==> config.mk <==
export PLATFORM = sky130hd
export DESIGN_NAME = serial_echo_engine
export DESIGN_NICKNAME = d
export VERILOG_FILES = /design/src/rtl/serial_echo_engine.sv
export SDC_FILE = /design/constraint.sdc
export NUM_CORES = 1
export LEC_CHECK = 0
export BUFFER_PORTS_ARGS = -buffer_cell sky130_fd_sc_hd__clkbuf_2
export CORE_AREA = 3 3 129 131
export CTS_BUF_LIST = sky130_fd_sc_hd__clkbuf_2
export CTS_CLUSTER_DIAMETER = 150
export DETAILED_ROUTE_END_ITERATION = 7
export DIE_AREA = 0 0 132 134
export PLACE_DENSITY = 0.79
export SYNTH_ARGS = -nofsm -noshare
export SYNTH_HDL_FRONTEND = slang
export SYNTH_SLANG_ARGS = --single-unit
==> constraint.sdc <==
create_clock -name clk -period 5.5 [get_ports clk]
set_input_delay 0.825 -clock clk [delete_from_list [all_inputs] [get_ports clk]]
set_output_delay 0.825 -clock clk [all_outputs]
set_load 0.02 [all_outputs]
==> src/rtl/serial_echo_engine.sv <==
// Purpose : buffers received words in a FIFO, transforms each one and hands it to a UART
//           transmitter over a ready/copied handshake; drives active-low RX/TX activity LEDs.
// Latency : 2 cycles from the capture edge to tx_data_ready when the TX FSM is idle.
// Backpressure: the transmitter stalls via tx_data_copied/tx_busy. Words arriving at a full FIFO
//           (with no pop that cycle) are dropped and set the sticky overflow flag.
// Ports   : clk/rst (async, active-high); rx_byte_received/rx_data/rx_err from the receiver;
//           mode selects the transform; clr_status clears overflow/err_count;
//           tx_data/tx_data_ready/tx_data_copied/tx_busy to the transmitter;
//           rx_led/tx_led activity LEDs; fifo_count/overflow/err_count status.

// One-shot LED blinker: a trigger in AWAIT turns the LED on (low) for BLINK_CYCLES cycles,
// followed by a BLINK_CYCLES off-guard in which further triggers are ignored.
module led_blinker #(
    parameter int BLINK_CYCLES = 10000000
) (
    input  logic clk,
    input  logic rst,
    input  logic trig,
    output logic led
);
    localparam int CNT_W = $clog2(BLINK_CYCLES + 1);

    typedef enum logic [1:0] {L_AWAIT, L_ON, L_OFF} led_state_t;

    led_state_t           state;
    led_state_t           state_nxt;
    logic [CNT_W-1:0]     cnt;
    logic [CNT_W-1:0]     cnt_nxt;
    logic                 last;

    assign last = (cnt == CNT_W'(BLINK_CYCLES - 1));

    always_ff @(posedge clk or posedge rst) begin
        if (rst) begin
            state <= L_AWAIT;
            cnt   <= '0;
        end else begin
            state <= state_nxt;
            cnt   <= cnt_nxt;
        end
    end

    always_comb begin
        state_nxt = state;
        cnt_nxt   = cnt;
        case (state)
            L_AWAIT: begin
                if (trig) begin
                    state_nxt = L_ON;
                    cnt_nxt   = '0;
                end
            end
            L_ON: begin
                if (last) begin
                    state_nxt = L_OFF;
                    cnt_nxt   = '0;
                end else begin
                    cnt_nxt = cnt + CNT_W'(1);
                end
            end
            L_OFF: begin
                if (last) begin
                    state_nxt = L_AWAIT;
                    cnt_nxt   = '0;
                end else begin
                    cnt_nxt = cnt + CNT_W'(1);
                end
            end
            default: begin
                state_nxt = L_AWAIT;
                cnt_nxt   = '0;
            end
        endcase
    end

    assign led = (state != L_ON);
endmodule

module serial_echo_engine #(
    parameter int                    DATA_WIDTH   = 8,
    parameter int                    FIFO_DEPTH   = 16,
    parameter int                    ADD_VALUE    = 1,
    parameter logic [DATA_WIDTH-1:0] XOR_KEY      = 8'h55,
    parameter int                    BLINK_CYCLES = 10000000
) (
    input  logic                          clk,
    input  logic                          rst,
    input  logic                          rx_byte_received,
    input  logic [DATA_WIDTH-1:0]         rx_data,
    input  logic                          rx_err,
    input  logic [1:0]                    mode,
    input  logic                          clr_status,
    output logic [DATA_WIDTH-1:0]         tx_data,
    output logic                          tx_data_ready,
    input  logic                          tx_data_copied,
    input  logic                          tx_busy,
    output logic                          rx_led,
    output logic                          tx_led,
    output logic [$clog2(FIFO_DEPTH):0]   fifo_count,
    output logic                          overflow,
    output logic [7:0]                    err_count
);
    localparam int AW = $clog2(FIFO_DEPTH);
    localparam int CW = AW + 1;

    typedef enum logic [1:0] {S_IDLE, S_SEND, S_WAIT} tx_state_t;

    // ---------------- capture ----------------
    logic rx_q;
    logic capture;
    logic push;
    logic push_ok;
    logic drop;
    logic err_evt;
    logic pop;

    always_ff @(posedge clk or posedge rst) begin
        if (rst) rx_q <= 1'b0;
        else     rx_q <= rx_byte_received;
    end

    assign capture = rx_byte_received & ~rx_q;
    assign push    = capture & ~rx_err;
    assign err_evt = capture & rx_err;
    // A full FIFO still takes a word when the head leaves in the same cycle.
    assign push_ok = push & ((fifo_count != CW'(FIFO_DEPTH)) | pop);
    assign drop    = push & ~push_ok;

    // ---------------- FIFO ----------------
    logic [DATA_WIDTH-1:0] mem [FIFO_DEPTH];
    logic [AW-1:0]         wr_ptr;
    logic [AW-1:0]         rd_ptr;

    always_ff @(posedge clk) begin
        if (push_ok) mem[wr_ptr] <= rx_data;
    end

    always_ff @(posedge clk or posedge rst) begin
        if (rst) begin
            wr_ptr     <= '0;
            rd_ptr     <= '0;
            fifo_count <= '0;
        end else begin
            if (push_ok) wr_ptr <= wr_ptr + AW'(1);
            if (pop)     rd_ptr <= rd_ptr + AW'(1);
            case ({push_ok, pop})
                2'b10:   fifo_count <= fifo_count + CW'(1);
                2'b01:   fifo_count <= fifo_count - CW'(1);
                default: fifo_count <= fifo_count;
            endcase
        end
    end

    // ---------------- status ----------------
    always_ff @(posedge clk or posedge rst) begin
        if (rst) begin
            overflow  <= 1'b0;
            err_count <= 8'd0;
        end else begin
            // New events win over a clear arriving in the same cycle.
            if (drop)            overflow <= 1'b1;
            else if (clr_status) overflow <= 1'b0;

            if (err_evt) begin
                if (err_count != 8'hFF) err_count <= err_count + 8'd1;
            end else if (clr_status) begin
                err_count <= 8'd0;
            end
        end
    end

    // ---------------- transform ----------------
    function automatic logic [DATA_WIDTH-1:0] xform(input logic [DATA_WIDTH-1:0] x,
                                                    input logic [1:0]            m);
        logic [DATA_WIDTH-1:0] r;
        r = x;
        case (m)
            2'd1: r = x + DATA_WIDTH'(ADD_VALUE);
            2'd2: r = x ^ XOR_KEY;
            2'd3: for (int i = 0; i < DATA_WIDTH; i++) r[i] = x[DATA_WIDTH-1-i];
            default: r = x;
        endcase
        return r;
    endfunction

    // ---------------- TX FSM ----------------
    tx_state_t state;
    tx_state_t state_nxt;
    logic      ready_nxt;
    logic      wait_done;
    logic      wait_nxt;
    logic      tx_evt;

    always_ff @(posedge clk or posedge rst) begin
        if (rst) begin
            state         <= S_IDLE;
            tx_data_ready <= 1'b0;
            wait_done     <= 1'b0;
            tx_data       <= '0;
        end else begin
            state         <= state_nxt;
            tx_data_ready <= ready_nxt;
            wait_done     <= wait_nxt;
            // mode is sampled only when the word leaves the FIFO.
            if (pop) tx_data <= xform(mem[rd_ptr], mode);
        end
    end

    always_comb begin
        state_nxt = state;
        ready_nxt = tx_data_ready;
        wait_nxt  = wait_done;
        pop       = 1'b0;
        tx_evt    = 1'b0;
        case (state)
            S_IDLE: begin
                ready_nxt = 1'b0;
                if (fifo_count != '0) begin
                    pop       = 1'b1;
                    tx_evt    = 1'b1;
                    state_nxt = S_SEND;
                end
            end
            S_SEND: begin
                // Only a copy seen while the request is visible completes the handshake.
                if (tx_data_ready && tx_data_copied) begin
                    ready_nxt = 1'b0;
                    wait_nxt  = 1'b0;
                    state_nxt = S_WAIT;
                end else begin
                    ready_nxt = 1'b1;
                end
            end
            S_WAIT: begin
                // wait_done marks the first WAIT cycle as spent, giving a 2-cycle minimum.
                wait_nxt = 1'b1;
                if (wait_done && !tx_busy) state_nxt = S_IDLE;
            end
            default: begin
                state_nxt = S_IDLE;
                ready_nxt = 1'b0;
            end
        endcase
    end

    // ---------------- LEDs ----------------
    led_blinker #(.BLINK_CYCLES(BLINK_CYCLES)) u_rx_led (
        .clk  (clk),
        .rst  (rst),
        .trig (push_ok),
        .led  (rx_led)
    );

    led_blinker #(.BLINK_CYCLES(BLINK_CYCLES)) u_tx_led (
        .clk  (clk),
        .rst  (rst),
        .trig (tx_evt),
        .led  (tx_led)
    );
endmodule

* Yosys cells after proc, flatten, opt, wreduce, memory -nomap -nowiden
Memories as Yosys holds them, arrays and structs flattened.
Index checks and enable logic that the tools add are counted.
** Word-level totals
- Flip-flop bits (word level) :: 87
- Memory bits (writable) :: 128
- Input bits :: 17
- Output and inout bits :: 25
- Logic and storage cells :: 111
- Memories kept :: 1
** Cells by class
- Add/subtract/negate cells :: 8
- Eq/ne operators :: 27
- Muxes and demuxes :: 33
- Bitwise logic cells :: 10
- Reductions and logical operators :: 18
** Memories
- mem :: depth 16, width 8, read ports 1, clocked after Yosys merged registers in 0, wr ports 1, line 130 : logic [DATA_WIDTH-1:0] mem [FIFO_DEPTH];
** Operators with widths (number)
- $mux 24 :: 4
- $pmux 24 s2 :: 2
- $add 24x1->24 const B :: 2
- $eq 24x24->1 const B :: 2
- $mux 8 :: 3
- $pmux 8 s3 :: 1
- $mux 2 :: 9
- $pmux 2 s3 :: 3
- $add 8x1->8 const B :: 2
- $ne 2x1->1 const B :: 7
- $eq 2x2->1 const B :: 6
- $eq 2x1->1 const B :: 5
- $ne 2x2->1 const B :: 5
- $pmux 5 s2 :: 1
- $reduce_and 3->1 :: 3
- $add 4x1->4 const B :: 2
- $mux 1 :: 8
- $ne 8x8->1 const B :: 1
- $reduce_bool 2->1 :: 4
- $logic_not 2->1 :: 3
- $add 5x1->5 const B :: 1
- $and 1x1->1 :: 5
- $ne 5x5->1 const B :: 1
- $reduce_bool 5->1 :: 1
- 9 further kinds :: 15

* Logic depth before layout (Yosys ltp)
Gate-level depths: netlist (run 1).
- Depth after elaboration :: 8
- Depth in mapped cells :: 12
- Depth with buffers taken out :: 11

* By module
From an unflattened synthesis (run 1), not the netlist that was laid out.
** Unflattened totals
- Cells, all modules :: 777
- Area, all modules :: 10143.5 sq um
** By module, submodules not included
- serial_echo_engine :: instances 1, cells an instance 439, area an instance 7095.6 sq um, sequential area each 4719.5 sq um
- led_blinker :: instances 2, cells an instance 169, area an instance 1524.0 sq um, sequential area each 650.6 sq um

* Worst setup path before layout (run 1)
Ideal clock, no wire load.
- Path kind :: input -> register
- From :: in rx_err
- To :: mem mem[3][0] (enable)
- Library setup time :: 0.383 ns
- Data arrival time :: 2.454 ns
- Data required time :: 5.117 ns
- Slack :: 2.663 ns
- Stages :: 5
- Buffers on the path :: 1
- Cell sequence :: or3b_1 a31oi_1 buf_2 nand2_1 nor3_1
** Between the ends
- Longest elaborated chain between the ends :: 5
** Ends and longest elaborated chain
- start, declared :: line 90 : input logic rx_err,
- $not 1->1 :: line 123 : assign push = capture & ~rx_err;
- $and 1x1->1 :: line 123
- $and 1x1->1 :: line 126 : assign push_ok = push & ((fifo_count != CW'(FIFO_DEPTH)) | pop);
- $mux 1 :: line 135 : if (push_ok) mem[wr_ptr] <= rx_data;
- $mux 1 (implied by the code) :: line 135
- end, declared :: line 130
No other way between the ends.

* Final worst setup path (run 1)
- From :: reg rd_ptr[0]
- To :: reg tx_data[6]
** Between the ends
- Longest elaborated chain between the ends :: 3
- Elaborated cells on any way between the ends :: 4
- Classes of those cells :: add/sub (1); mux (1); bitwise (1); memory (1)
** Ends and longest elaborated chain
- start, declared :: line 132 : logic [AW-1:0] rd_ptr;
- start signal, assigned :: line 145 : if (pop) rd_ptr <= rd_ptr + AW'(1);
- $mem_v2 16x8 *
- $add 8x1->8 or $not 4->4 (tied branches)
- $pmux 8 s3 * :: line 177 : case (m)
- end signal, assigned :: line 205 : if (pop) tx_data <= xform(mem[rd_ptr], mode);
- end, declared :: line 93 : output logic [DATA_WIDTH-1:0] tx_data,
Every way passes the cells marked *; elsewhere a longest branch is shown, timed or not.
A chain may end at the register's enable or synchronous reset.

==> results of run 1 <==
final timing paths:
path	from	to	slack [ns]	cells after the start
setup / recovery	rd_ptr[0]	tx_data[6]	2.25	10
hold / removal	rx_byte_received	rx_q	0.18	1
setup reg to reg	rd_ptr[0]	tx_data[6]	2.25	10
hold reg to reg	tx_data[6]	tx_data[6]	0.49	2
max in group asynchronous	rst	u_tx_led.cnt[0]	3.82	4
min in group asynchronous	rst	tx_data[5]	0.55	3
state kept, by name (all words and copies together) (netlist names), 4 cells and up:
name and count:
mem 128, u_rx_led.cnt 24, u_tx_led.cnt 24, err_count 8, tx_data 8, fifo_count 5
rd_ptr 4, wr_ptr 4
routing by layer:
| layer | global-route usage [%] | up-vias | wire, microns |
|---|---|---|---|
| li1 | - | 3076 | - |
| met1 | 31.0 | 3248 | 8510 |
| met2 | 38.1 | 260 | 10000 |
| met3 | 5.93 | 41 | 1540 |
| met4 | 7.93 | 0 | 437 |
| met5 | 0 | - | 0 |
kinds of logic (layout without fill, tap and decap cells):
group / after synthesis / after routing
compound gates: 109 / 109
simple gates: 287 / 287
flops: 215 / 215
other cells: 0 / 1
xor+xnor: 38 / 38
fa+ha+maj: 21 / 21
mux: 49 / 49
buf+inv: 55 / 177
cells in the final DEF (no fill, tap or decap), types with 5 or more instances in the layout:
cell,netlist,final
sky130_fd_sc_hd__mux2i_1,8,8
sky130_fd_sc_hd__mux4_2,27,27
sky130_fd_sc_hd__xnor2_1,27,27
sky130_fd_sc_hd__mux2_2,5,5
sky130_fd_sc_hd__o41ai_1,7,7
sky130_fd_sc_hd__or3_1,6,6
sky130_fd_sc_hd__mux4_1,7,7
sky130_fd_sc_hd__xor2_1,11,11
sky130_fd_sc_hd__nand4_1,19,19
sky130_fd_sc_hd__edfxtp_1,128,128
sky130_fd_sc_hd__nor4_1,8,8
sky130_fd_sc_hd__nand2b_1,8,8
sky130_fd_sc_hd__and2_1,7,7
sky130_fd_sc_hd__nor2_1,70,70
sky130_fd_sc_hd__nor3_1,16,14
sky130_fd_sc_hd__nand2_1,84,84
sky130_fd_sc_hd__nor4b_1,5,5
sky130_fd_sc_hd__inv_1,30,29
sky130_fd_sc_hd__o21ai_0,41,41
sky130_fd_sc_hd__and3_1,9,9
sky130_fd_sc_hd__buf_4,5,7
sky130_fd_sc_hd__nand3_1,27,27
sky130_fd_sc_hd__a21oi_1,18,18
sky130_fd_sc_hd__a31oi_1,6,6
sky130_fd_sc_hd__clkbuf_2,0,116
sky130_fd_sc_hd__ha_1,20,20
sky130_fd_sc_hd__clkinv_1,1,19
sky130_fd_sc_hd__dfrtp_1,87,87
sky130_fd_sc_hd__nor2b_1,7,7
worst max-delay path, delay by kind of cell, from the launching register on:
family / cells / cell delay (ns)
muxes: 2 / 0.78
DFF: 1 / 0.75
buffers and inverters: 2 / 0.47
AOI/OAI and AO/OA: 2 / 0.46
and+or+nand+nor: 3 / 0.41
adders and majority gates: 1 / 0.24
metrics by stage:
stage	setup slack [ns]	instances	utilization, %	hold slack (ns)	cell area (sq um)
final	2.25	1113	69.3	0.183	10900
after global routing	2.03	1113	69.3	0.0764	10900
after CTS	2.27	1112	69.2	0.0871	10900
after detailed placement	2.06	1014	66.0	0.469	10400
after global placement	2.14	1014	66.0	0.464	10400
after floorplan	2.42	774	-	0.469	10000
cell type report:
cell class                 count  area (sq um)  area share, %
inverter                      31           118           1.08
clock buffer                  75           375           3.45
timing repair buffer          49           268           2.46
sequential                   215          6020           55.3
multi-input combinational    504          3720           34.1
antenna                        1          2.50         0.0230
clock inverter                22           120           1.10
tap                          216           270           2.48
where the power goes:
part | switching (mW) | internal (mW)
Sequential | 0.193 | 1.84
Combinational | 0.863 | 0.649
Clock | 0.635 | 0.420
Total | 1.69 | 2.91
what timing repair did:
action                    4_1_cts  5_1_grt
hold buffers                    1        0
gates resized for setup         0        0
hold endpoints to repair       27        0
buffers inserted                0        0
==> summary.md, run 1 <==
The detail route stage leaves a number of antenna-violating nets equal to 0. The flow ran to the end, and the final reports show no timing, DRC or antenna violations. Synthesis inferred 215 register bits.

The warning count from the yosys run is 0. For this run, the leading register cell type out of synthesis is sky130_fd_sc_hd__edfxtp_1. In the global route stage, overall resource usage came out at 23.3%. By area, the combinational part of the netlist is dominated by simple AND/OR/NAND/NOR gates. After detailed routing, the average wire length per cell comes to 18.4 microns. The filler cell count in the final layout is 1103.

Critical path start-end classification: flip-flop to flip-flop. 42 I/O pins were placed. On the final layout, the worst clock skew is 0.0795 ns.

Normalized max-slew margin: 9.19%. The period utilization is 59.0%. The synthesized netlist devotes 14.1% of its cell area to simple gates.

The synthesized netlist devotes 7.20% of its cell area to compound gates. In the final design database the tool counted 891 nets. Xor/xnor cell area share of the yosys netlist: 3.32%. After synthesis, the share of cell area in mux cells is 9.72%. Max-cap violations in this run came to 0. The tools report the clock network latency to the later pin of the worst-skew pair as 0.85 ns. Counting flops with a built-in enable in the synthesized netlist gives 128. The run gives 74 as the number of unique standard cell types used by synthesis. The CTS buffer count came out at 52. The worst path in the final design needs a cycle of 3.25 ns, including I/O delays and setup. Of all cell types, the one taking the most synthesized area is sky130_fd_sc_hd__edfxtp_1. The run gives 0.192 mV as the largest voltage drop on the vdd net. Traced cell by cell, the critical path runs through buf_4, mux4_1, a22oi_1, nand2_2, ha_1, inv_1, a41oi_1, nand4_1, mux2i_1, nand3_1.

Clock-pin slew was measured on the worst setup and hold paths at 0.10 ns. Of the cells placed in the final design, the portion with a size suffix greater than 1 is 19.9%. The run gives 0.0177 sq mm as the die outline area. The worst setup path is captured at a flip-flop. The pin count of the biggest net entering global routing was 61; the detailed placer's ending HPWL was 13500 microns. For the global-route wire length before repair, the log shows 32800 microns.

The growth of design area from synthesis to finish works out to 8.74%. Using the TritonRoute via totals, the vias-per-cell ratio works out to 5.95. The largest fanout on the critical path works out to 11. Of the total synthesized cell area, the portion taken by full adders, half adders and majority gates is 2.70%.

The height of the die came out at 134 microns. In this run the horizontal extent of the chip is 132 microns. The clock passes through at most 3 buffers. The logs give 0 for the count of pins over their slew limit and 3.92 ns for the endpoint arrival time on the critical path. The clock tree synthesis step divided the H-tree into 2 levels.

The design draws 4.60 mW. The static leakage is 4.19 nW. Most frequent cell after synthesis: sky130_fd_sc_hd__edfxtp_1. Of the synthesized area, sequential elements account for 60.1%.

After detailed routing, the total wire length is 20500 microns. For the number of antenna violations at the first check in global routing, the log shows 1. Setup repair after global routing left no endpoint under its margin. The commonest cells after synthesis are 128 x sky130_fd_sc_hd__edfxtp_1, 87 x sky130_fd_sc_hd__dfrtp_1, 84 x sky130_fd_sc_hd__nand2_1, 70 x sky130_fd_sc_hd__nor2_1, 41 x sky130_fd_sc_hd__o21ai_0. The power density of the placed cells was 423 mW/mm^2; the number of endpoints failing setup at the final stage was 0.

For the critical path required time, the log shows 6.18 ns. The initial cell density of the core came out at 63.7%. Synthesis produced a netlist whose cell count is 774.

In the routed design, unresolved DRC markers number 0. The area share of the largest cell type after synthesis was 38.4%; the number of hold violations in the final report was 0. At the pin with the least slew margin, the transition time is 1.35 ns. The first TritonRoute pass finished after 6 iterations. The count of buffers inserted at the top-level ports came out at 41. The via count of the first global-routing pass was 6565. For this design, the slowest cell found on the critical path is sky130_fd_sc_hd__dfrtp_1.

For this run, the top clock speed supported by timing is 308 MHz. The congestion estimate from routability-driven global placement came to 0.889. Master cell of the clock root buffer: sky130_fd_sc_hd__clkbuf_2. After routing, the total negative slack on setup checks comes to 0 ns. The number of nets handed over by synthesis was 812.

On the worst path, the slowest cell contributes a delay of 0.75 ns. The tools report the number of DRC violations after detailed-routing iteration 0 as 749. The floorplan has 46 rows.

The area of the core region came out at 0.0157 sq mm. The worst setup path is launched from a flip-flop. The overflow left after global routing was 0; the netlist area before placement was 0.0100 sq mm. The clock drives 215 sinks. The average instance area after synthesis works out to 12.9 sq um. Sorting the synthesized cells by area gives the leading types as sky130_fd_sc_hd__edfxtp_1 38%, sky130_fd_sc_hd__dfrtp_1 22%, sky130_fd_sc_hd__mux4_2 6.1%. TritonCTS built the clock tree. Of all flip-flops after synthesis, the portion carrying an async set or reset was 40.5%. Class of the most critical hold timing path: primary input to flip-flop.

Across all layers, the routed design uses 6625 vias.
Power figures use the tool's default switching activity.
==> run 2, diff against run 1 <==
==> config.mk (replaced) <==
export PLATFORM = sky130hd
export DESIGN_NAME = serial_echo_engine
export DESIGN_NICKNAME = d
export VERILOG_FILES = /design/src/rtl/serial_echo_engine.sv
export SDC_FILE = /design/constraint.sdc
export NUM_CORES = 1
export LEC_CHECK = 0
export ABC_AREA = 1
export BUFFER_PORTS_ARGS = -buffer_cell sky130_fd_sc_hd__clkbuf_2
export CORE_AREA = 3 3 139 141
export CTS_BUF_LIST = sky130_fd_sc_hd__clkbuf_2
export CTS_CLUSTER_DIAMETER = 150
export DETAILED_ROUTE_END_ITERATION = 7
export DIE_AREA = 0 0 142 144
export PLACE_DENSITY = 0.75
export SYNTH_ARGS = -nofsm -noshare
export SYNTH_HDL_FRONTEND = slang
export SYNTH_SLANG_ARGS = --single-unit
==> constraint.sdc (replaced) <==
create_clock -name clk -period 2.7 [get_ports clk]
set_input_delay 0.405 -clock clk [delete_from_list [all_inputs] [get_ports clk]]
set_output_delay 0.405 -clock clk [all_outputs]
set_load 0.02 [all_outputs]
==> run 2 against run 1 <==
First-iteration DRC count fell by 20%. Sequential cell count did not move. Core utilization fell by 4.3 points. Worst setup slack got worse by 2.1 ns. Non-clock buffer count rose by 40. Global-route usage rose by 0.24 points. Combinational power rose to 2.6 times the previous value. Cell count rose by 39%.
==> summary.md, run 2 <==
The run finished with clean final reports. In the layout the commonest cells are 280 x sky130_fd_sc_hd__nand2_1, 163 x sky130_fd_sc_hd__inv_1, 128 x sky130_fd_sc_hd__edfxtp_1. The count of pins over their slew limit is 0 (unchanged), and the normalized max-slew margin is 53.4% (+44 points). The period utilization came out at 93.6% (+35 points). STA classifies the critical path startpoint as a flip-flop. For the die outline area, the log shows 0.0204 sq mm (+16%). For the number of instances in the placed design, the log shows 1430 (+41%). The area share of the largest cell type after synthesis works out to 36.6% (-1.8 points). The run gives 396 MHz (+28%) as the achievable clock frequency. The number of clock sinks is 215 (unchanged), and the final estimated routing congestion in global placement is 0.970 (+9.0%).

The final standard cell count with taps included and fillers excluded is 1545 (+39%), and the number of setup buffers added after CTS is 0 (unchanged). For the detailed placer's ending HPWL, the log shows 15800 microns (+17%). In this run the worst hold path is classified as primary input to flip-flop. In this run the critical register-to-register path is launched from rd_ptr[2].

The tools report the net count after synthesis as 1201 (+48%). The level count of the clock H-tree is 2 (unchanged). The endpoint arrival time on the critical path came out at 3.20 ns (-0.72 ns).

The largest register by flop count is mem. The number of DRC violations after detailed-routing iteration 0 is 601 (-20%), and the vias per cell is 5.41 (-9.2%). The run gives 0 (unchanged) as the overflow left after global routing.

The worst hold slack was 0.0872 ns (-0.0959 ns); the largest fanout on the critical path was 15 (+4). Number of search-and-repair iterations in the first detailed-routing pass: 5 (-1). The CTS buffer count was 52 (unchanged); the number of synthesized flops with an enable pin was 128 (unchanged). The average instance area after synthesis is 9.04 sq um (-30%). The worst-margin pin slew was 0.698 ns (-0.654 ns); the worst slack at placement was 0.242 ns (-1.82 ns). The number of unique standard cell types used by synthesis was 44 (-41%); the flip-flop count of the largest register, all copies and words added was 128 (unchanged).

Async set-reset flop share out of synthesis: 40.5% (unchanged). Critical path required time: 3.38 ns (-2.80 ns). The maximum clock skew at final layout was 0.0594 ns (-0.0200 ns); the final design area excluding fillers was 0.0118 sq mm (+8.0%). Source of the worst hold timing path: rx_data[3]. The total wirelength of the detailed-routed design was 23600 microns (+15%). Setup repair after global routing left no endpoint under its margin. The tools report the via count of the first global-routing pass as 8024 (+22%). TritonCTS built the clock tree. The post-synthesis cell count is 1163 (+50%). The tools report the aggregate negative setup slack as 0 ns (unchanged). The tools report the number of hold violations in the final report as 0 (unchanged).

For this run, the leading register cell type out of synthesis is sky130_fd_sc_hd__edfxtp_1. The height of the die came out at 144 microns (+7.5%). For the area of the core region, the log shows 0.0181 sq mm (+15%).

The total global-route track usage was 23.5% (+0.24 points); the count of buffers inserted at the top-level ports was 41 (unchanged). The maximum count of clock buffers along a single path is 3 (unchanged). The total of flip-flops plus latches after synthesis works out to 215 (unchanged). The fraction of layout cells with a size suffix above 1 is 13.8% (-6.0 points), and the largest voltage drop on the vdd net is 0.665 mV (+250%). The tools report the share of the yosys chip area belonging to registers as 57.3% (-2.8 points).

The tree is rooted in a sky130_fd_sc_hd__clkbuf_2. The run gives 0 (unchanged) as the number of violations of the max-capacitance limit. The setup path with the least slack is of type flip-flop to flip-flop. By instance count, the leading cell after synthesis is sky130_fd_sc_hd__nand2_1. The run gives 0 (unchanged) as the post-detailed-route count of antenna-violating nets. The final critical path time including I/O delays and setup works out to 2.53 ns (-0.720 ns). The power density of the placed cells came out at 855 mW/mm^2 (+100%). Count of unresolved DRC violations after routing: 0 (unchanged). The logs give 0.81 ns (-0.04 ns) for the clock network latency to the later pin of the worst-skew pair and 52 (-15%) for the pin count of the biggest net entering global routing. Tracing the worst setup path back leads to its startpoint at rd_ptr[2]. The number of antenna violations at the first check in global routing is 1 (unchanged), and the number of endpoints failing setup at the final stage is 0 (unchanged).

The run gives 38700 microns (+18%) as the global-route wire length before repair. The biggest area contributor in the post-synthesis netlist is sky130_fd_sc_hd__edfxtp_1. The clock input transition at the sequential cells of the worst setup and hold paths works out to 0.11 ns (about the same).

For the initial cell density of the core, the log shows 58.1% (-5.6 points). By area the synthesized netlist is led by sky130_fd_sc_hd__edfxtp_1 37%, sky130_fd_sc_hd__dfrtp_1 21%, sky130_fd_sc_hd__nand2_1 10%. The number of vias after detailed routing is 8352 (+26%).

Sorting the synthesized cells by how often they occur yields 281 x sky130_fd_sc_hd__nand2_1, 164 x sky130_fd_sc_hd__inv_1, 128 x sky130_fd_sc_hd__edfxtp_1, 112 x sky130_fd_sc_hd__nand3_1, 109 x sky130_fd_sc_hd__nor2_1. The worst setup slack after layout was 0.174 ns (-2.08 ns). The growth of design area from synthesis to finish is 11.9%. Leaving out fill and tap cells, the most frequent cell in the layout is sky130_fd_sc_hd__nand2_1. The tools report the warning count from the yosys run as 0 (unchanged).

The floorplan die width was 142 microns (+7.6%). The largest registers in the layout are mem x128, u_rx_led.cnt x24, u_tx_led.cnt x24. The worst setup path is captured at a flip-flop. The routed wire length per instance is 15.3 microns (-17%). The run gives 42 (unchanged) as the number of I/O pins. The logs give 1310 (+47%) for the number of nets in the layout and 0.0111 sq mm (+7.0%) for the cell area reported after detailed placement. Number of core rows: 49 (+6.5%).

The run gives 0.0105 sq mm (+5.0%) as the netlist area before placement. For the static leakage, the log shows 5.31 nW (+27%).
==> run 2: report_power, final <==
part | internal [mW] | total (mW) | leakage (nW) | switching, mW
sequential | 3.77 | 4.02 | 2.26 | 0.245
combinational | 1.28 | 3.95 | 2.67 | 2.67
clock | 0.807 | 2.09 | 0.379 | 1.28
total | 5.86 | 10.1 | 5.31 | 4.19
==> run 2: per-layer routing <==
layer | vias up | GRT usage (%) | wire [microns]
met4 | 0 | 8.94 | 557
met3 | 47 | 4.03 | 1370
met5 | - | 0 | 0
met1 | 3914 | 32.2 | 10600
met2 | 289 | 38.1 | 11000
li1 | 4102 | - | -
==> run 2: repair_timing <==
item / 4_1_cts / 5_1_grt
endpoints found under the setup margin: 0 / 1
endpoints found under the hold margin: 93 / 4
resized for setup: 0 / 7
hold buffers: 16 / 1
==> run 2: final cells by class <==
class | count | area [sq um]
Sequential cell | 215 | 6020
Clock buffer | 82 | 410
Tap cell | 229 | 287
Antenna cell | 1 | 2.50
Fill cell | 1452 | 6320
Inverter | 172 | 653
Clock inverter | 15 | 61.3
Timing Repair Buffer | 89 | 653
Multi-Input combinational cell | 742 | 3670
==> run 2: stage by stage <==
step	utilization, %	power, mW
6_report	65.0	10.1
5_1_grt	65.0	10.8
4_1_cts	64.9	10.1
3_5_place_dp	61.4	7.92
3_3_place_gp	61.4	7.84
2_1_floorplan	-	6.81
==> run 2: kinds of logic (layout without fill, tap and decap cells) <==
logic type                 after synthesis  count (layout)  share of synthesized area (%)
AOI/OAI and AO/OA                      113             113                           6.30
xor gates and xnor gates                23              23                           1.92
adders and majority gates               21              21                           2.57
buffers and inverters                  206             358                           7.83
DFF                                    215             215                           57.3
muxes                                    1               1                          0.107
other                                    0               1                              0
and+or+nand+nor                        584             584                           24.0
==> run 2: worst paths after layout <==
| kind | end | slack, ns | cells past startpoint |
|---|---|---|---|
| worst max-delay path | tx_data[5] | 0.17 | 11 |
| worst min-delay path | mem[0][3] | 0.09 | 1 |
| worst max register to register | tx_data[5] | 0.17 | 11 |
| worst min register to register | tx_data[3] | 0.48 | 2 |
| max in group asynchronous | u_tx_led.cnt[11] | 1.74 | 4 |
| min in group asynchronous | u_rx_led.cnt[1] | 0.23 | 3 |
==> run 2: worst max-delay path, stage by stage (launching register included) <==
cell,delay [ns]
sky130_fd_sc_hd__dfrtp_1,0.40
sky130_fd_sc_hd__clkinvlp_4,0.31
sky130_fd_sc_hd__buf_4,0.26
sky130_fd_sc_hd__nand3_1,0.09
sky130_fd_sc_hd__nand3_1,0.15
sky130_fd_sc_hd__nand2_1,0.19
sky130_fd_sc_hd__nand2_1,0.15
sky130_fd_sc_hd__nor2_2,0.16
sky130_fd_sc_hd__nand2_1,0.06
sky130_fd_sc_hd__nand3_1,0.06
sky130_fd_sc_hd__dlygate4sd3_1,0.55
sky130_fd_sc_hd__a21oi_1,0.06
==> run 3, diff against run 2 <==
--- a/config.mk
+++ b/config.mk
@@ -7,12 +7,12 @@
 export LEC_CHECK = 0
 export ABC_AREA = 1
 export BUFFER_PORTS_ARGS = -buffer_cell sky130_fd_sc_hd__clkbuf_2
-export CORE_AREA = 3 3 139 141
-export CTS_BUF_LIST = sky130_fd_sc_hd__clkbuf_2
+export CORE_AREA = 3 3 157 159
+export CTS_BUF_LIST = sky130_fd_sc_hd__clkbuf_8
 export CTS_CLUSTER_DIAMETER = 150
 export DETAILED_ROUTE_END_ITERATION = 7
-export DIE_AREA = 0 0 142 144
-export PLACE_DENSITY = 0.75
+export DIE_AREA = 0 0 160 162
+export PLACE_DENSITY = 0.6
 export SYNTH_ARGS = -nofsm -noshare
 export SYNTH_HDL_FRONTEND = slang
 export SYNTH_SLANG_ARGS = --single-unit
==> run 3 against run 2 <==
Maximum frequency is 6.2% higher. Wire length is 4.3% higher. Power is 7.0% higher. Register-to-register slack better by 0.15 ns. Sequential power hardly changed. Non-clock buffer count is 13 lower. Critical endpoint is now fifo_count[4].
==> summary.md, run 3 (synthesis gave the netlist of run 2 again) <==
The run finished with clean final reports. For the number of violations of the max-capacitance limit, the log shows 0 (unchanged). The detailed placer's ending HPWL came out at 16200 microns (+2.9%).

TritonCTS built the clock tree. The number of DRC violations after detailed-routing iteration 0 was 556 (-7.5%); the achievable clock frequency was 420 MHz (+6.2%). Final critical path time including I/O delays and setup: 2.38 ns (-0.147 ns). STA classifies the critical path startpoint as a flip-flop. The floorplan die width came out at 160 microns (+13%). The register with the most flip-flops in the final layout is mem. The run gives 0.0259 sq mm (+27%) as the die outline area.

The run gives 8044 (-3.7%) as the number of vias after detailed routing. The largest voltage drop on the vdd net was 0.736 mV (+11%). The end of the worst hold path is overflow. The library cell used most frequently in the layout, excluding fill and tap cells, is sky130_fd_sc_hd__nand2_1. The setup slack on the worst flop-to-flop path was 0.32 ns (+0.15 ns); the global-route wire length before repair was 41000 microns (+6.0%).

For the count of instances resized after the clock tree is built, the log shows 0 (unchanged). Number of cells on the worst reg-to-reg path: 11 (unchanged). The final estimated routing congestion in global placement was 0.880 (-9.3%). Aggregate negative setup slack: 0 ns (unchanged). The run gives 0 (unchanged) as the post-detailed-route count of antenna-violating nets.

The run gives 215 (unchanged) as the number of clock sinks. For the area of the core region, the log shows 0.0234 sq mm (+29%). The height of the die works out to 162 microns (+13%). Flip-flop count of the largest register, all copies and words added: 128 (unchanged). The clock network latency to the later pin of the worst-skew pair is 0.53 ns (-0.28 ns). The static leakage was 5.29 nW (-0.33%).

The tools report the total global-route track usage as 19.5% (-4.0 points). In this run the clock root is driven by a sky130_fd_sc_hd__clkbuf_8. The total area of multi-input combinational cells is 0.00367 sq mm (-0.14%).

The critical path's most frequent cell was sky130_fd_sc_hd__inv_1. The via count of the first global-routing pass was 7909 (-1.4%); the overflow left after global routing was 0 (unchanged). Setup repair after global routing left no endpoint under its margin. The tools report the number of endpoints failing setup at the final stage as 0 (unchanged). The clock input transition at the sequential cells of the worst setup and hold paths was 0.06 ns (-0.05 ns); the endpoint arrival time on the critical path was 2.80 ns (-0.40 ns).

Leaving out fill and tap cells, the most frequent cells in the layout are 281 x sky130_fd_sc_hd__nand2_1, 176 x sky130_fd_sc_hd__inv_1, 128 x sky130_fd_sc_hd__edfxtp_1. The tools report the source of the worst hold timing path as clr_status. The tools report the number of diodes added for antenna fixing as 0 (-1). The tools report the critical path required time as 3.12 ns (-0.26 ns).

The normalized max-slew margin is 63.0% (+9.6 points), and the number of core rows is 56 (+14%). The count of unresolved DRC violations after routing is 0 (unchanged), and the worst-margin pin slew is 0.555 ns (-0.143 ns). The tools report the initial cell density of the core as 44.9% (-13 points). The routed wire length per instance works out to 15.4 microns (+1.2%).

Number of nets in the layout: 1283 (-2.1%). The filler cell count in the final layout was 2221 (+53%); the sequential cell area was 0.00602 sq mm (unchanged). The tools report the count of pins over their slew limit as 0 (unchanged). The number of antenna violations at the first check in global routing was 0 (-1); the largest fanout on the critical path was 5 (-10). In this design, the largest share of critical-path delay is due to simple AND/OR/NAND/NOR gates. The run gives 24600 microns (+4.3%) as the total wirelength of the detailed-routed design.

STA classifies the critical path endpoint as a flip-flop. The pin count of the biggest net entering global routing was 68 (+31%); the period utilization was 88.1% (-5.4 points). The count of buffers inserted at the top-level ports came out at 41 (unchanged). In this run the critical register-to-register path is launched from fifo_count[0]. The logs give 0.0145 ns (-0.0450 ns) for the maximum clock skew at final layout and 38 (-27%) for the CTS buffer count. The depth of the worst hold-timing path was 2 (+1). Final standard cell count with taps included and fillers excluded: 1592 (+3.0%). The class of the most critical hold timing path was primary input to flip-flop. The critical path is of the flip-flop to flip-flop type. The endpoint identified for the worst register-to-register timing path is fifo_count[4].

Vias per cell: 5.05 (-6.5%). The power density of the placed cells came out at 898 mW/mm^2 (+5.1%). On the critical path, the stage with the largest delay is an instance of sky130_fd_sc_hd__dfrtp_1. The tools report the maximum count of clock buffers along a single path as 3 (unchanged). Walking the worst path, the cells encountered are nor4_4, nand2_1, nand2_2, nor2_1, ha_1, a21o_1, a31oi_1, inv_1, o21ai_0, xor2_1, inv_1. The number of I/O pins is 42 (unchanged). In the final layout, the registers with the most flip-flops are mem x128, u_rx_led.cnt x24, u_tx_led.cnt x24. The number of hold violations in the final report was 0 (unchanged). The worst path buffer plus inverter count is 2 (-1), and the growth of design area from synthesis to finish is 13.9%. The number of instances in the placed design was 1522 (+6.4%); the level count of the clock H-tree was 2 (unchanged). The critical path's largest stage delay came out at 0.46 ns (-0.09 ns).

The number of search-and-repair iterations in the first detailed-routing pass came out at 5 (unchanged). The fraction of layout cells with a size suffix above 1 works out to 11.2% (-2.6 points).
==> run 3: changes by cell type in the layout (fill, tap and decap cells not counted), sizes merged, moves of 2 or more <==
cell	delta
clkinv	-4
buf	+2
inv	+14
dlygate4sd3	-15
clkbuf	-40
==> run 3: cell type report <==
class,count,area share (%)
multi-input cells,742,30.7
well taps,319,3.33
inverters,172,5.42
flip-flops and latches,215,50.3
clock inverters,26,1.19
repair buffers,76,4.27
clock buffers,42,4.83
==> run 3: through the flow <==
| stage | hold slack, ns | instance area [sq um] | setup slack, ns | total power [mW] | utilization (%) |
|---|---|---|---|---|---|
| after floorplan | 0.436 | 10500 | 0.0448 | 6.81 | - |
| after global placement | 0.464 | 11200 | 0.364 | 7.93 | 48.0 |
| after detailed placement | 0.464 | 11200 | 0.318 | 7.99 | 48.0 |
| after CTS | 0.0864 | 12000 | 0.309 | 10.9 | 51.1 |
| after global routing | 0.111 | 12000 | 0.131 | 11.6 | 51.1 |
| final | 0.104 | 12000 | 0.321 | 10.8 | 51.1 |
==> run 3: report_power, final <==
part / internal [mW] / switching [mW] / leakage, nW
combinational: 1.24 / 2.63 / 2.61
sequential: 3.78 / 0.250 / 2.26
clock: 1.53 / 1.31 / 0.418
==> run 3: worst max path at each step <==
| stage | startpoint | endpoint | depth (start not counted) |
|---|---|---|---|
| 6_report | fifo_count[0] | fifo_count[4] | 11 |
| 5_1_grt | fifo_count[0] | fifo_count[4] | 11 |
| 4_1_cts | fifo_count[0] | fifo_count[4] | 11 |
| 3_5_place_dp | fifo_count[0] | fifo_count[4] | 11 |
| 3_3_place_gp | fifo_count[0] | fifo_count[4] | 11 |
| 2_1_floorplan | rst | err_count[0] | 1 |
==> run 3: what timing repair did <==
item / in CTS / in global routing
endpoints found under the hold margin: 40 / 0
endpoints found under the setup margin: 0 / 0
buffers inserted: 0 / 0
hold buffers: 2 / 0
==> run 3: routing by layer <==
layer / global-route usage, % / vias up / share of wire, %
met5: 0 / - / 0
met4: 7.26 / 0 / 2.7
met3: 3.49 / 44 / 5.2
met2: 31.3 / 214 / 47
met1: 26.6 / 3758 / 45
li1: - / 4028 / -
